$ cat config.mk
export PLATFORM = sky130hd
export DESIGN_NAME = alu_exec_mc_flat
export DESIGN_NICKNAME = d
export VERILOG_FILES = /design/src/rtl/alu_exec_mc_pkg.sv /design/src/rtl/alu_exec_mc_if.sv /design/src/rtl/alu_exec_mc_mul_iter.sv /design/src/rtl/alu_exec_mc.sv /design/src/flat_wrapper.sv
export SDC_FILE = /design/constraint.sdc
export NUM_CORES = 1
export LEC_CHECK = 0
export CORE_MARGIN = 4
export CORE_UTILIZATION = 60
export CTS_CLUSTER_SIZE = 10
export DETAILED_ROUTE_END_ITERATION = 16
export HOLD_SLACK_MARGIN = 0.05
export PLACE_DENSITY = 0.81
export REMOVE_ABC_BUFFERS = 1
export SYNTH_ARGS = -nofsm -noshare
export SYNTH_HDL_FRONTEND = slang
export SYNTH_SLANG_ARGS = --single-unit
$ cat constraint.sdc
create_clock -name clk_i -period 6.4 [get_ports clk_i]
set_input_delay 1.28 -clock clk_i [delete_from_list [all_inputs] [get_ports clk_i]]
set_output_delay 1.28 -clock clk_i [all_outputs]
set_load 0.01 [all_outputs]
$ cat src/rtl/alu_exec_mc_pkg.sv
// Shared ALU definitions: ALUCtrl encodings, execute-unit FSM states and
// the multiplier step legality check.
package alu_defs;

  localparam logic [2:0] ALU_AND  = 3'b000;
  localparam logic [2:0] ALU_XOR  = 3'b001;
  localparam logic [2:0] ALU_ADD  = 3'b010;
  localparam logic [2:0] ALU_MUL  = 3'b011;
  localparam logic [2:0] ALU_SRAI = 3'b100;
  localparam logic [2:0] ALU_SUB  = 3'b110;
  localparam logic [2:0] ALU_SLL  = 3'b111;

  typedef enum logic {IDLE, MUL_RUN} state_e;

  function automatic bit mul_step_legal(input int unsigned width, input int unsigned step);
    return ((step == 1) || (step == 2) || (step == 4)) && ((width % step) == 0);
  endfunction

endpackage

$ cat src/rtl/alu_exec_mc_if.sv
// Operand/result handshake bundle between the EX stage control and the ALU.
// master = upstream issuer, slave = alu_exec_mc.
interface alu_exec_mc_if #(parameter int WIDTH = 32);

  logic             valid_i;
  logic             ready_o;
  logic [2:0]       ALUCtrl_i;
  logic [WIDTH-1:0] data1_i;
  logic [WIDTH-1:0] data2_i;
  logic             valid_o;
  logic [WIDTH-1:0] result_o;
  logic             zero_o;

  modport master (output valid_i, ALUCtrl_i, data1_i, data2_i,
                  input  ready_o, valid_o, result_o, zero_o);

  modport slave  (input  valid_i, ALUCtrl_i, data1_i, data2_i,
                  output ready_o, valid_o, result_o, zero_o);

endinterface

$ cat src/rtl/alu_exec_mc_mul_iter.sv
// Iterative shift-add multiplier, MUL_STEP multiplier bits per cycle.
// done_o flags the final step; acc_nxt_o then carries the finished product.
module mul_iter
  import alu_defs::*;
#(
  parameter int WIDTH    = 32,
  parameter int MUL_STEP = 1
) (
  input  logic             clk_i,
  input  logic             rst_i,
  input  logic             start_i,
  input  logic             abort_i,
  input  logic [WIDTH-1:0] a_i,
  input  logic [WIDTH-1:0] b_i,
  output logic             done_o,
  output logic [WIDTH-1:0] acc_nxt_o
);

  localparam int N  = WIDTH / MUL_STEP;
  localparam int CW = $clog2(N + 1);

  if (!mul_step_legal(WIDTH, MUL_STEP)) begin : g_bad_step
    $error("mul_iter: MUL_STEP must be 1, 2 or 4 and divide WIDTH");
  end

  logic [WIDTH-1:0] a_q, a_d, b_q, b_d, acc_q, acc_d, pp, acc_nxt;
  logic [CW-1:0]    cnt_q, cnt_d;

  always_comb begin
    pp = '0;
    for (int i = 0; i < MUL_STEP; i++) begin
      if (b_q[i]) pp = pp + (a_q << i);
    end
    acc_nxt = acc_q + pp;
  end

  assign acc_nxt_o = acc_nxt;
  assign done_o    = (cnt_q == CW'(1));

  always_comb begin
    a_d   = a_q;
    b_d   = b_q;
    acc_d = acc_q;
    cnt_d = cnt_q;
    if (abort_i) begin
      cnt_d = '0;
    end else if (start_i) begin
      a_d   = a_i;
      b_d   = b_i;
      acc_d = '0;
      cnt_d = CW'(N);
    end else if (cnt_q != '0) begin
      a_d   = a_q << MUL_STEP;
      b_d   = b_q >> MUL_STEP;
      acc_d = acc_nxt;
      cnt_d = cnt_q - CW'(1);
    end
  end

  always_ff @(posedge clk_i) begin
    if (!rst_i) begin
      a_q   <= '0;
      b_q   <= '0;
      acc_q <= '0;
      cnt_q <= '0;
    end else begin
      a_q   <= a_d;
      b_q   <= b_d;
      acc_q <= acc_d;
      cnt_q <= cnt_d;
    end
  end

endmodule

$ cat src/rtl/alu_exec_mc.sv
// Multi-cycle EX-stage ALU: single-cycle ops answer one cycle after accept,
// MUL holds ready_o low for WIDTH/MUL_STEP cycles. flush_i drops everything.
module alu_exec_mc
  import alu_defs::*;
#(
  parameter int WIDTH    = 32,
  parameter int MUL_STEP = 1
) (
  input  logic clk_i,
  input  logic rst_i,
  input  logic flush_i,
  alu_exec_mc_if.slave bus
);

  state_e           state_q, state_d;
  logic             valid_q, valid_d, zero_q, zero_d;
  logic [WIDTH-1:0] result_q, result_d, alu_res, mul_res;
  logic             accept, mul_start, mul_abort, mul_done;
  logic [4:0]       sh;

  assign sh     = bus.data2_i[4:0];
  assign accept = bus.valid_i & (state_q == IDLE) & ~flush_i;

  always_comb begin
    alu_res = '0;
    case (bus.ALUCtrl_i)
      ALU_AND:  alu_res = bus.data1_i & bus.data2_i;
      ALU_XOR:  alu_res = bus.data1_i ^ bus.data2_i;
      ALU_ADD:  alu_res = bus.data1_i + bus.data2_i;
      ALU_SUB:  alu_res = bus.data1_i - bus.data2_i;
      ALU_SLL:  alu_res = bus.data1_i << sh;
      ALU_SRAI: alu_res = WIDTH'($signed(bus.data1_i) >>> sh);
      default:  alu_res = '0;
    endcase
  end

  mul_iter #(.WIDTH(WIDTH), .MUL_STEP(MUL_STEP)) u_mul (
    .clk_i     (clk_i),
    .rst_i     (rst_i),
    .start_i   (mul_start),
    .abort_i   (mul_abort),
    .a_i       (bus.data1_i),
    .b_i       (bus.data2_i),
    .done_o    (mul_done),
    .acc_nxt_o (mul_res)
  );

  always_comb begin
    state_d   = state_q;
    valid_d   = 1'b0;
    result_d  = result_q;
    zero_d    = zero_q;
    mul_start = 1'b0;
    mul_abort = 1'b0;
    case (state_q)
      IDLE: begin
        if (accept) begin
          if (bus.ALUCtrl_i == ALU_MUL) begin
            mul_start = 1'b1;
            state_d   = MUL_RUN;
          end else begin
            result_d = alu_res;
            zero_d   = (alu_res == '0);
            valid_d  = 1'b1;
          end
        end
      end
      MUL_RUN: begin
        // Flush beats a completing multiply: no pulse, old result kept.
        if (flush_i) begin
          mul_abort = 1'b1;
          state_d   = IDLE;
        end else if (mul_done) begin
          result_d = mul_res;
          zero_d   = (mul_res == '0);
          valid_d  = 1'b1;
          state_d  = IDLE;
        end
      end
      default: state_d = IDLE;
    endcase
  end

  always_ff @(posedge clk_i) begin
    if (!rst_i) begin
      state_q  <= IDLE;
      valid_q  <= 1'b0;
      result_q <= '0;
      zero_q   <= 1'b1;
    end else begin
      state_q  <= state_d;
      valid_q  <= valid_d;
      result_q <= result_d;
      zero_q   <= zero_d;
    end
  end

  assign bus.ready_o  = (state_q == IDLE);
  assign bus.valid_o  = valid_q;
  assign bus.result_o = result_q;
  assign bus.zero_o   = zero_q;

endmodule

$ cat src/flat_wrapper.sv
// flat-port wrapper written by rule: the top's interface ports become plain ports
module alu_exec_mc_flat import alu_defs::*;
#(
  parameter int WIDTH    = 32,
  parameter int MUL_STEP = 1
)
  (clk_i, rst_i, flush_i, bus_valid_i, bus_ALUCtrl_i, bus_data1_i, bus_data2_i, bus_ready_o, bus_valid_o, bus_result_o, bus_zero_o);
  alu_exec_mc_if #(.WIDTH(WIDTH)) bus_i ();
  input  logic clk_i;
  input  logic rst_i;
  input  logic flush_i;
  input wire logic [$bits(bus_i.valid_i)-1:0] bus_valid_i;
  input wire logic [$bits(bus_i.ALUCtrl_i)-1:0] bus_ALUCtrl_i;
  input wire logic [$bits(bus_i.data1_i)-1:0] bus_data1_i;
  input wire logic [$bits(bus_i.data2_i)-1:0] bus_data2_i;
  output wire logic [$bits(bus_i.ready_o)-1:0] bus_ready_o;
  output wire logic [$bits(bus_i.valid_o)-1:0] bus_valid_o;
  output wire logic [$bits(bus_i.result_o)-1:0] bus_result_o;
  output wire logic [$bits(bus_i.zero_o)-1:0] bus_zero_o;
  assign bus_i.valid_i = bus_valid_i;
  assign bus_i.ALUCtrl_i = bus_ALUCtrl_i;
  assign bus_i.data1_i = bus_data1_i;
  assign bus_i.data2_i = bus_data2_i;
  assign bus_ready_o = bus_i.ready_o;
  assign bus_valid_o = bus_i.valid_o;
  assign bus_result_o = bus_i.result_o;
  assign bus_zero_o = bus_i.zero_o;
  alu_exec_mc #(.WIDTH(WIDTH), .MUL_STEP(MUL_STEP)) u_core (.clk_i(clk_i), .rst_i(rst_i), .flush_i(flush_i), .bus(bus_i));
endmodule
==> results.md, run 1 <==
* Initial DRC Count at 2756
* Post-Syn Area at 16300 um2
* Detailed Route WL at 67500 um
* Total CTS buffers at 17
* Final min period at 5.97 ns
* Compound-Gate Fraction of Synth Area at 26.2%
* Leakage at 7.94 nW
* CTS tree: built
* H-tree Lvls at 4
* Critical Path Slowest Stage Cell: or2_2
* Hold buffer count at cts at 0
* Pwr/cell area at 209 nW/um2
* Worst r2r src: u_core.u_mul.b_q[0]$_SDFFE_PN0P_
* Levels on crit path at 19
* DRC at 0
* Critical Path AT at 6.35 ns
* Final Non-Filler Cells at 2519
* Flops & latches, synth at 137
* DP Cell Count at 2486
* Die Span X at 173 um
* Post-synthesis adder-cell area fraction at 7.78%
* Buffers on Ports at 105
* Initial antenna violation count at 1
* EDFF count, synth at 0
* RSZ-0062 raised after global routing: no
* Full die area at 29800 um2
* DR WL met3 at 8510 um
* Capturing point of the worst reg2reg path: u_core.bus.zero_o$_SDFFE_PN1P_
* Global-route wire length before repair at 103000 um
* GR Overflow Total at 0
* Worst reg-to-reg path cell count at 14
* Post-CTS setup buffers at 0
* Via-to-Cell Ratio at 7.24
* WS Path Type: input pin to flop
* Max Root-Sink Buffers at 2
* GRT Util Overall at 43.4%
* Final HPWL DP at 49000 um
* Syn avg cell area at 7.56 um2
* Termination of the worst setup path: u_core.bus.zero_o$_SDFFE_PN1P_
* Met2 WL at 29000 um
* XOR/XNOR Fraction of Synth Area at 3.82%
* Register area share after synthesis at 16.8%
* Ys async rst share at 0%
* Critical Path RT at 6.78 ns
* Simple-gate share of the synthesized area at 23.9%
* MaxCap Viol Count at 0
* Worst Max-Slew Pin Slew at 1.31 ns
* Wire length on met1 at 25800 um
* FMAX at 0.167 GHz
* Synthesis-to-layout area growth at 11.3%
* Max Slew Vio Count at 0
* Routed wire per std cell at 26.8 um
* Max Used Layer: met5
* Crit. End Element: flop
* Delay-heaviest family, CP: simple AND/OR/NAND/NOR gates
* Detailed Routing Iterations Pass 1 at 7
* CTS Sinks at 137
* Post-CTS Resized at 0
* Nets@finish at 2335
* Multiplexer share of the synthesized area at 15.7%
* CORE AREA at 26800 um2
* Setup Skew at 0.0112 ns
* DR vias at 18200
* Status: completed
* Yosys warns at 0
* Crit path max fanout at 26
* Max incr delay on CP at 0.47 ns
* Root buffer selected by CTS: clkbuf_16
* Initial Util at 60.8%
* Final setup violation count at 0
* Detail Route Antenna Nets at 0
* Pin count of the biggest net entering global routing at 72
* Setup tns final at 0 ns
* Most common cell on crit path: buf_4
* CP Buf/Inv Count at 4
* Tightest Hold Check Type: flop to flop
* Crit path from: bus_data2_i[0]
* Fill cell count at 2258
* Layout cells sized above 1 at 9.78%
* Die Y at 173 um
* Placer Congestion at 1.16
* Final period util at 93.3%
* Clock slew at the register clock pins of the worst setup and hold paths at 0.07 ns
* I/O pin total at 106
* Vias in the first global route at 17100
* Worst-Skew Late Latency at 0.44 ns
* Reg-to-reg slack, setup at 1.73 ns
* Critical path startpoint category: input pin
* Yosys cell types at 85
* Critical path cell sequence: buf_4, or2_2, nor4_1, buf_4, a21oi_1, xnor2_1, ha_1, inv_1, a32oi_1, o311ai_0, a31o_2, nor4b_1, buf_4, nand4_1, nor4_1, nand4_1, nor4b_2, a31oi_1, o21ai_2
* Row cnt at 60
* Relative slew slack at 12.7%
* Cells after synthesis at 2155
* Main synth FF type: dfxtp_1
* Peak supply drop at 366 uV
* Largest family of logic cells by synthesized area: compound AO/OA/AOI/OAI gates
* Fin. Hold Viols at 0
-- layout by cell type (no fill, tap or decap), types with 21 or more instances in the layout --
cell               n
inv_1             29
o211ai_1          43
a31oi_1           21
mux4_2            44
mux2_2            28
o22ai_1           22
a21boi_0          22
ha_1              98
nand2b_1          26
xor2_1            33
clkdlybuf4s50_1   99
a21oi_1          143
xnor2_1           38
a211oi_1          33
a21o_1            27
and2_1            58
mux2i_1          114
dfxtp_1          137
o21ai_0           87
nor2_1           153
nand2_1          321
nand4_1           26
buf_4             79
o211a_1           69
nor3_1            33
nand3_1           96
nor2b_1           22
-- stage by stage --
stage	hold slack (ns)	total power, W	instance area (um2)	utilization, %	setup slack, ns
floorplan	0.441	0.00197	15500	-	0.0860
global placement	0.447	0.00263	17500	65.4	0.307
detailed placement	0.454	0.00266	17500	65.4	0.285
CTS	0.464	0.00370	18100	67.6	0.709
global route	0.479	0.00393	18100	67.6	0.202
finish	0.462	0.00378	18100	67.6	0.430
-- cells by family (layout without fill, tap and decap cells) --
logic type                 count (synthesis)  count (layout)
AOI/OAI and AO/OA                        607             607
xor gates and xnor gates                  71              71
adders and majority gates                100             100
buffers and inverters                    224             246
DFF                                      137             137
muxes                                    190             190
other                                      0               1
and+or+nand+nor                          826             826
-- cell type report --
class | instances | area (um2) | area share [%]
clock buffers | 19 | 443 | 2.44
well taps | 341 | 427 | 2.35
diodes | 1 | 2.50 | 0.0138
clock inverters | 13 | 156 | 0.863
flip-flops and latches | 137 | 2740 | 15.1
repair buffers | 182 | 1620 | 8.94
inverters | 32 | 120 | 0.663
multi-input cells | 1794 | 12600 | 69.6
-- worst min path at each step --
stage,from,to,slack [ns],cells after the start
floorplan,u_core.u_mul.acc_q[0]$_SDFFE_PN0P_,u_core.u_mul.acc_q[0]$_SDFFE_PN0P_,0.44,2
finish,u_core.u_mul.acc_q[10]$_SDFFE_PN0P_,u_core.u_mul.acc_q[10]$_SDFFE_PN0P_,0.46,2
global route,u_core.u_mul.acc_q[29]$_SDFFE_PN0P_,u_core.u_mul.acc_q[29]$_SDFFE_PN0P_,0.48,2
global placement,u_core.u_mul.acc_q[0]$_SDFFE_PN0P_,u_core.u_mul.acc_q[0]$_SDFFE_PN0P_,0.45,2
detailed placement,u_core.u_mul.acc_q[10]$_SDFFE_PN0P_,u_core.u_mul.acc_q[10]$_SDFFE_PN0P_,0.45,2
CTS,u_core.u_mul.acc_q[29]$_SDFFE_PN0P_,u_core.u_mul.acc_q[29]$_SDFFE_PN0P_,0.46,2
-- flip-flops by register name, summed over array words and instances (netlist names) --
name,flops
u_core.bus.result_o,32
u_core.u_mul.a_q,32
u_core.u_mul.acc_q,32
u_core.u_mul.b_q,32
u_core.u_mul.cnt_q,6
u_core.bus.valid_o,1
u_core.bus.zero_o,1
u_core.state_q,1
-- metal layers --
layer  global-route usage, %  vias up
met5                       0        -
met4                    22.3        2
met3                    10.6      282
met2                    66.8     1349
met1                    56.9     8589
li1                        -     8019
-- synth_stat cells, drive strengths merged (23+ instances only) --
cell type,instances,share of area [%]
a21o,27,1.2
mux2,28,1.9
buf,55,1.9
mux4,48,6.7
o21ai,89,2.8
nor3,33,1.0
o211a,69,4.2
ha,98,7.5
nand2,322,7.4
nand4,26,1.0
nor2b,23,0.88
and2,60,2.3
inv,31,0.71
xor2,33,1.8
a21oi,143,4.4
nor2,153,3.5
xnor2,38,2.0
a211oi,34,1.6
dfxtp,137,17
nand3,96,3.0
nand2b,26,1.0
clkbuf,137,3.2
o211ai,43,2.0
mux2i,114,7.0
-- worst min-delay path, stage by stage (launching register included) --
cell	delay, ns
dfxtp_1	0.31
nand2_1	0.05
a21oi_1	0.05
-- report_power, final --
group | internal, W | switching, W
Combinational | 0.000565 | 0.00119
Sequential | 0.000919 | 0.0000500
Clock | 0.000597 | 0.000461
Total | 0.00208 | 0.00170
(Power assumes the default switching activity.)
==> run 2: changes to the inputs <==
--- a/config.mk
+++ b/config.mk
@@ -9,6 +9,8 @@
 export CORE_UTILIZATION = 60
 export CTS_CLUSTER_SIZE = 10
 export DETAILED_ROUTE_END_ITERATION = 16
+export GPL_ROUTABILITY_DRIVEN = 1
+export GPL_TIMING_DRIVEN = 0
 export HOLD_SLACK_MARGIN = 0.05
 export PLACE_DENSITY = 0.81
 export REMOVE_ABC_BUFFERS = 1
==> run 2 against run 1 <==
The run now ends with capacitance limit, slew limit left. Cell count fell by 2.1%. Largest cell class unchanged. Worst hold slack got worse by 0.0053 ns. Non-clock buffer count shrank 53. Maximum frequency is 3.4% lower. Register-to-register slack lost 0.06 ns. Via count shrank 2.0%.
==> results.md, run 2 (same netlist as run 1, synthesis figures left out) <==
* Full die area at 29800 um2 (unchanged)
* DP Cell Count at 2425 (was 2486)
* DR WL met3 at 7220 um (was 8510 um)
* Initial DRC Count at 2784 (was 2756)
* Final HPWL DP at 44900 um (was 49000 um)
* Wire length on met1 at 23700 um (was 25800 um)
* Worst-Skew Late Latency at 0.46 ns (was 0.44 ns)
* Final period util at 96.6% (was 93.3%)
* Crit. End Element: flop (unchanged)
* I/O pin total at 106 (unchanged)
* GRT Util Overall at 39.9% (was 43.4%)
* WS Path Type: input pin to flop (unchanged)
* Peak supply drop at 277 uV (was 366 uV)
* Nets@finish at 2283 (was 2335)
* Pin count of the biggest net entering global routing at 80 (was 72)
* GR Overflow Total at 0 (unchanged)
* Tightest Hold Check Type: flop to flop (unchanged)
* DR vias at 17900 (was 18200)
* Initial antenna violation count at 0 (was 1)
* Core Util, Final at 67.1% (was 67.6%)
* Pwr/cell area at 210 nW/um2 (was 209 nW/um2)
* Synthesis-to-layout area growth at 10.5% (was 11.3%)
* CTS tree: built (unchanged)
* Critical path startpoint category: input pin (unchanged)
* Detailed Routing Iterations Pass 1 at 6 (was 7)
* Final WS setup at 0.220 ns (was 0.430 ns)
* Root buffer selected by CTS: clkbuf_16 (unchanged)
* Max Slew Vio Count at 9 (was 0)
* Setup WS pre-CTS at -1.86 ns (was 0.285 ns)
* Global-route wire length before repair at 95200 um (was 103000 um)
* Critical Path RT at 6.79 ns (was 6.78 ns)
* Clock slew at the register clock pins of the worst setup and hold paths at 0.08 ns (was 0.07 ns)
* Placer Congestion at 1.07 (was 1.16)
* Initial Util at 60.8% (unchanged)
* FMAX at 0.162 GHz (was 0.167 GHz)
* Hold buffer count at cts at 0 (unchanged)
* Critical Path AT at 6.57 ns (was 6.35 ns)
* Fill cell count at 2346 (was 2258)
* Area of the multi-input gates at 12700 um2 (was 12600 um2)
* Max Used Layer: met4 (was met5)
* Fin. Hold Viols at 0 (unchanged)
* Via-to-Cell Ratio at 7.25 (was 7.24)
* Max Root-Sink Buffers at 2 (unchanged)
* Max incr delay on CP at 0.50 ns (was 0.47 ns)
* Diodes inserted at 0 (was 1)
* Total CTS buffers at 17 (unchanged)
* Status: finished, violations left (was completed)
* Register area at 2740 um2 (unchanged)
* Commonest non-fill, non-tap cell in the layout: nand2_1 (unchanged)
* DRC at 0 (unchanged)
* Layout cells sized above 1 at 8.38% (was 9.78%)
* CP Buf/Inv Count at 1 (was 4)
* Die Span X at 173 um (unchanged)
* Met2 WL at 27600 um (was 29000 um)
* Detail Route Antenna Nets at 0 (unchanged)
* Violated checks: capacitance limit, slew limit
* Buffers on Ports at 105 (unchanged)
* Critical Path Slowest Stage Cell: a2111o_1 (was or2_2)
* Final Non-Filler Cells at 2466 (was 2519)
* Most frequent cells in the layout: nand2_1, nor2_1, a21oi_1, dfxtp_1, mux2i_1 (unchanged)
* Overall Power at 0.00377 W (was 0.00378 W)
* Detailed Route WL at 62700 um (was 67500 um)
* Most common cell on crit path: nand4_1 (was buf_4)
* Leakage at 7.78 nW (was 7.94 nW)
* H-tree Lvls at 4 (unchanged)
* Final min period at 6.18 ns (was 5.97 ns)
* Delay-heaviest family, CP: simple AND/OR/NAND/NOR gates (unchanged)
* Routed wire per std cell at 25.4 um (was 26.8 um)
* CTS Sinks at 137 (unchanged)
* Relative slew slack at -5.55% (was 12.7%)
* Vias in the first global route at 16400 (was 17100)
* Setup Skew at 0.0286 ns (was 0.0112 ns)
* Row cnt at 60 (unchanged)
* MaxCap Viol Count at 1 (was 0)
* Final setup violation count at 0 (unchanged)
* Worst Max-Slew Pin Slew at 1.58 ns (was 1.31 ns)
* Die Y at 173 um (unchanged)
* Crit path max fanout at 33 (was 26)
* Critical path cell sequence: buf_2, nor2_2, nand4_1, or3_1, nand2b_1, nand2b_1, o21ai_0, xor2_1, ha_1, nand4_1, or3_1, nor4_1, a311oi_1, nand3b_1, a2111o_1, nor4_2, nand4_1, nor4b_2, a31oi_1, o21ai_2 (was buf_4, or2_2, nor4_1, buf_4, a21oi_1, xnor2_1, ha_1, inv_1, a32oi_1, o311ai_0, a31o_2, nor4b_1, buf_4, nand4_1, nor4_1, nand4_1, nor4b_2, a31oi_1, o21ai_2)
* CORE AREA at 26800 um2 (unchanged)
* Hold WS at 0.457 ns (was 0.462 ns)
[run 2: changes by cell type in the layout (fill, tap and decap cells not counted), moves of 3 or more]
cell             delta
clkinv_8            +5
buf_12              +3
inv_8               +5
inv_6               -4
buf_4              -69
buf_8               +6
buf_16              +5
clkdlybuf4s50_1     -4
[run 2: final timing paths]
kind	from	slack (ns)	to	cells past startpoint
max	bus_data2_i[4]	0.22	u_core.bus.zero_o$_SDFFE_PN1P_	20
min	u_core.bus.result_o[24]$_SDFFE_PN0P_	0.46	u_core.bus.result_o[24]$_SDFFE_PN0P_	2
max reg2reg	u_core.u_mul.b_q[0]$_SDFFE_PN0P_	1.67	u_core.bus.zero_o$_SDFFE_PN1P_	14
min reg2reg	u_core.bus.result_o[24]$_SDFFE_PN0P_	0.46	u_core.bus.result_o[24]$_SDFFE_PN0P_	2
[run 2: tightest hold or removal path, cell delays in order, from the launching register on]
cell and delay (ns):
dfxtp_1 0.31, nand2_1 0.04, a21boi_0 0.06
[run 2: final cells by class]
class	count	area share, %
Clock inverter	15	0.973
Timing Repair inverter	1	0.0278
Clock buffer	17	2.36
Multi-Input combinational cell	1794	70.4
Timing Repair Buffer	129	7.85
Inverter	32	0.779
Sequential cell	137	15.2
Tap cell	341	2.37
[run 2: per-stage QoR]
| stage | TNS [ns] | cell area [um2] |
|---|---|---|
| after floorplan | 0 | 15500 |
| after global placement | -489.07 | 16900 |
| after detailed placement | -16.93 | 17300 |
| after CTS | 0 | 17900 |
| after global routing | -0.0306 | 18000 |
| final | 0 | 18000 |
[run 2: metal layers]
| layer | track usage, % | up-vias |
|---|---|---|
| li1 | - | 7922 |
| met1 | 52.2 | 8404 |
| met2 | 62.9 | 1252 |
| met3 | 7.65 | 300 |
| met4 | 21.2 | 0 |
| met5 | 0 | - |
[run 2: timing repair]
item                                    4_1_cts  5_1_grt
gates resized for setup                      10       15
endpoints found under the setup margin       17        3
hold endpoints to repair                      0        0
setup buffers                                 1        7
gates cloned                                  0        1
pin swaps                                     0        2
[run 2: power breakdown]
group	switching, W	internal [W]
clock	0.000548	0.000530
sequential	0.0000504	0.000918
combinational	0.00114	0.000583
